<file path="src/rtl/ex_mem_reg.sv">
// rtl/ex_mem_reg.sv - EX/MEM pipeline register with multiply-accumulate scratch storage
module ex_mem_reg (
  input  logic        clk,
  input  logic        rst,
  input  logic [5:0]  stall,
  input  logic        flush,
  input  logic [4:0]  ex_wd,
  input  logic        ex_wreg,
  input  logic [31:0] ex_wdata,
  input  logic        ex_whilo,
  input  logic [31:0] ex_hi,
  input  logic [31:0] ex_lo,
  input  logic [7:0]  ex_aluop,
  input  logic [31:0] ex_mem_addr,
  input  logic [31:0] ex_reg2,
  input  logic [63:0] hilo_i,
  input  logic [1:0]  cnt_i,
  output logic [4:0]  mem_wd,
  output logic        mem_wreg,
  output logic [31:0] mem_wdata,
  output logic        mem_whilo,
  output logic [31:0] mem_hi,
  output logic [31:0] mem_lo,
  output logic [7:0]  mem_aluop,
  output logic [31:0] mem_mem_addr,
  output logic [31:0] mem_reg2,
  output logic [63:0] hilo_o,
  output logic [1:0]  cnt_o
);

  localparam logic [4:0]  NOP_REG_ADDR = 5'b00000;
  localparam logic [7:0]  EXE_NOP_OP   = 8'h00;
  localparam logic [31:0] ZERO_WORD    = 32'h0000_0000;

  logic ex_stalled;
  logic mem_stalled;
  logic insert_bubble;
  logic hold_mem;

  // Decode the stall vector; EX advancing always captures, even if MEM claims a stall
  always_comb begin
    ex_stalled    = stall[3];
    mem_stalled   = stall[4];
    insert_bubble = ex_stalled && !mem_stalled;
    hold_mem      = ex_stalled && mem_stalled;
  end

  // MEM-facing result registers: bubble on reset/flush/EX-only stall, hold when both stalled
  always_ff @(posedge clk or posedge rst) begin
    if (rst) begin
      mem_wd       <= NOP_REG_ADDR;
      mem_wreg     <= 1'b0;
      mem_wdata    <= ZERO_WORD;
      mem_whilo    <= 1'b0;
      mem_hi       <= ZERO_WORD;
      mem_lo       <= ZERO_WORD;
      mem_aluop    <= EXE_NOP_OP;
      mem_mem_addr <= ZERO_WORD;
      mem_reg2     <= ZERO_WORD;
    end else if (flush || insert_bubble) begin
      mem_wd       <= NOP_REG_ADDR;
      mem_wreg     <= 1'b0;
      mem_wdata    <= ZERO_WORD;
      mem_whilo    <= 1'b0;
      mem_hi       <= ZERO_WORD;
      mem_lo       <= ZERO_WORD;
      mem_aluop    <= EXE_NOP_OP;
      mem_mem_addr <= ZERO_WORD;
      mem_reg2     <= ZERO_WORD;
    end else if (!hold_mem) begin
      mem_wd       <= ex_wd;
      mem_wreg     <= ex_wreg;
      mem_wdata    <= ex_wdata;
      mem_whilo    <= ex_whilo;
      mem_hi       <= ex_hi;
      mem_lo       <= ex_lo;
      mem_aluop    <= ex_aluop;
      mem_mem_addr <= ex_mem_addr;
      mem_reg2     <= ex_reg2;
    end
  end

  // Accumulate scratch: survives while EX is stalled, cleared once the instruction leaves EX
  always_ff @(posedge clk or posedge rst) begin
    if (rst) begin
      hilo_o <= 64'h0;
      cnt_o  <= 2'b00;
    end else if (flush) begin
      hilo_o <= 64'h0;
      cnt_o  <= 2'b00;
    end else if (ex_stalled) begin
      hilo_o <= hilo_i;
      cnt_o  <= cnt_i;
    end else begin
      hilo_o <= 64'h0;
      cnt_o  <= 2'b00;
    end
  end

endmodule

</file>
<file path="config.mk">
export PLATFORM = sky130hd
export DESIGN_NAME = ex_mem_reg
export DESIGN_NICKNAME = d
export VERILOG_FILES = /design/src/rtl/ex_mem_reg.sv
export SDC_FILE = /design/constraint.sdc
export NUM_CORES = 1
export LEC_CHECK = 0
export BUFFER_PORTS_ARGS = -buffer_cell sky130_fd_sc_hd__buf_2
export CAP_MARGIN = 25
export CORE_AREA = 10 10 182 184
export DETAILED_ROUTE_END_ITERATION = 6
export DIE_AREA = 0 0 192 194
export SLEW_MARGIN = 20
export SYNTH_ARGS = -nofsm -noshare
export SYNTH_HDL_FRONTEND = slang
export SYNTH_SLANG_ARGS = --single-unit
</file>
<file path="constraint.sdc">
create_clock -name clk -period 9.5 [get_ports clk]
set_input_delay 0.95 -clock clk [delete_from_list [all_inputs] [get_ports clk]]
set_output_delay 0.95 -clock clk [all_outputs]
set_load 0.1 [all_outputs]
</file>
==> flow_metrics.py <==
metrics = {
    "worst_setup_path": {
        "reg2reg_depth": 2,
        "endpoint": "mem_hi[31]",
        "required_ns": 9.93,
        "rr_endpoint": "mem_wdata[18]",
        "cp.arrival_ns": 3.31,
        "critPathLaunchType": "input port",
        "ff2ff_setup_slack_ns": 8.76,
        "critPathCaptureType": "flop",
        "r2r_start": "mem_wdata[18]",
        "cp_max_fo": 104,
        "crit_start": "flush",
        "critPathKind": "input port to flop",
    },
    "timing": {
        "max_freq_mhz": 347,
        "finalCriticalPeriod_ns": 2.88,
        "setup_tns_ns": 0,
        "setup_violations": 0,
        "worst_pin_slew_ns": 0.967,
        "skew_ns": 0,
        "fin_crit_sh_pct": 30.3,
        "rsz0062_at_grt": "false",
        "hold_viol": 0,
        "relSlewSlack_pct": 35.5,
        "finalMaxSlewViolations": 0,
        "fin_ws_ns": 6.62,
    },
    "synth": {
        "synth_nets": 1152,
        "ys_types": 20,
        "avgSynthCellArea_um2": 11.3,
        "ys_warn_count": 0,
        "synth_area_um2": 10200,
        "synthCells": 902,
        "ys_seq_area_share_pct": 59.3,
        "ys_seq_elements": 241,
    },
    "global_route": {
        "grtUsageMet2_pct": 30.9,
        "grt_pass1_vias": 8364,
        "grt_antenna_before_repair": 15,
        "use_met1_pct": 19.2,
        "grt-busiest-layer": "met2",
        "grt-ovfl-total": 0,
        "grt_pass1_wl_um": 52100,
        "grt_max_degree": 105,
        "grtUsageTotal_pct": 17.7,
        "use_met3_pct": 7.93,
    },
    "finish": {
        "final_cells": 1757,
        "syn2layout_area_growth_pct": 34.1,
        "multi_input_area_um2": 3660,
        "num-nets-final": 1592,
        "layout-drive-gt1-share_pct": 46.2,
        "regArea_um2": 6030,
        "fillers": 2905,
    },
    "cts": {
        "cts_sinks": 241,
        "clockBufferDepth": 3,
        "htree_levels": 1,
        "cts_setup_buffers": 0,
        "cts_resized": 0,
        "postCtsHoldBufs": 0,
        "path_clk_slew_ns": 0.06,
        "cts_root_buffer": "clkbuf_16",
        "cts-buffers-inserted": 27,
        "cts_tree": "done",
        "insertion_delay_ns": 0.54,
    },
    "placement": {
        "port_buffers": 486,
        "place.gp.congestion": 0.840,
        "place_ws_ns": 6.10,
        "place_inst": 1702,
        "post-dp-hpwl_um": 25900,
    },
    "outcome": {
        "status": "finished clean",
    },
    "route": {
        "first_pass_iters": 4,
        "drc": 0,
        "antenna_left": 0,
        "finalWirelength_um": 35200,
        "first_iter_violations": 473,
        "drt-wirelength-per-cell_um": 20.0,
        "vias_per_cell": 4.74,
        "vias": 8331,
    },
    "floorplanning": {
        "core-area_um2": 29400,
        "die_x_um": 192,
        "rows": 63,
        "die_h_um": 194,
        "io_pins": 491,
        "start_util_pct": 34.6,
        "dieArea_um2": 37200,
    },
    "hold_path": {
        "hold_path.class": "input port to async pin",
    },
    "power_and_ir_drop": {
        "p_total_mw": 2.74,
        "p_leak_nw": 6.87,
        "irDropWorstVdd_mv": 0.134,
        "p_per_area_nw_per_um2": 201,
    },
    "run": {
        "cap_violations": 0,
    },
}
## through the flow
stage,cell area [um2],util [%],hold slack (ns)
2_1_floorplan,10200,-,0.999
3_3_place_gp,12700,43.2,0.511
3_5_place_dp,12700,43.2,0.518
4_1_cts,13600,46.2,0.531
5_1_grt,13600,46.3,0.545
6_report,13600,46.4,0.511
## kinds of logic after synthesis
group	share of synthesized area, %
AND/OR/NAND/NOR	26.2
flip-flops	59.3
AO/OA/AOI/OAI	9.80
buffers and inverters	4.70
## sequential cells by signal (all words and copies together) (netlist names)
signal / flops
mem_reg2: 32
mem_whilo: 1
mem_mem_addr: 32
cnt_o: 2
mem_wdata: 32
mem_wd: 5
mem_wreg: 1
mem_lo: 32
hilo_o: 64
mem_aluop: 8
mem_hi: 32
## per-layer routing
| metal | part of all wire, % | vias up |
|---|---|---|
| met3 | 12 | 57 |
| met1 | 36 | 3982 |
| met2 | 50 | 353 |
| li1 | - | 3925 |
| met4 | 2.2 | 14 |
| met5 | 0.25 | - |
## critical path, stage by stage
cell and delay [ns]:
buf_6 0.58, buf_4 0.77, clkinv_1 0.47, a32o_1 0.33
## power by group
part / switching (mW) / internal (mW)
logic: 0.481 / 0.111
clock network: 0.423 / 0.630
registers: 0.0216 / 1.07
total: 0.926 / 1.81
## layout make-up
type | count | area share, %
antenna | 6 | 0.110
clock buffer | 40 | 5.83
clock inverter | 8 | 0.734
inverter | 2 | 0.110
multi-input combinational | 576 | 26.8
sequential | 241 | 44.2
tap | 390 | 3.58
timing repair buffer | 494 | 18.5
## how the worst min path moves through the flow
stage / start / slack [ns] / endpoint / cells after the start
floorplan: mem_wd[0] / 1.0 / mem_wd[0] / 2
global placement: mem_wd[4] / 0.51 / mem_wd[4] / 1
detailed placement: mem_reg2[31] / 0.52 / mem_reg2[31] / 1
CTS: mem_hi[7] / 0.53 / mem_hi[7] / 2
global route: mem_wd[2] / 0.54 / mem_wd[2] / 2
finish: rst / 0.51 / mem_hi[25] / 2
## synth_stat cells (all sizes together)
library cell  instances  area share (%)
dfrtp               241              59
a21oi               166             8.9
nand2b              166              10
nand3               166              12
and2                 67             4.1
buf                  47             3.2
clkbuf               36             1.4
a32o                  9            0.89
clkinv                1           0.037
inv                   1           0.037
nor2                  1            0.11
nor2b                 1           0.086
## placed cells by master (no fill, tap or decap), types with 3 or more instances in the layout
| cell | n |
|---|---|
| a21oi_1 | 146 |
| a21oi_2 | 20 |
| a32o_1 | 9 |
| and2_1 | 67 |
| buf_2 | 483 |
| buf_4 | 7 |
| clkbuf_1 | 6 |
| clkbuf_16 | 27 |
| clkbuf_8 | 7 |
| clkinv_2 | 3 |
| dfrtp_1 | 241 |
| diode_2 | 6 |
| nand2b_1 | 166 |
| nand3_1 | 96 |
| nand3_2 | 70 |
Note: power is estimated with default switching activity, not from simulation.
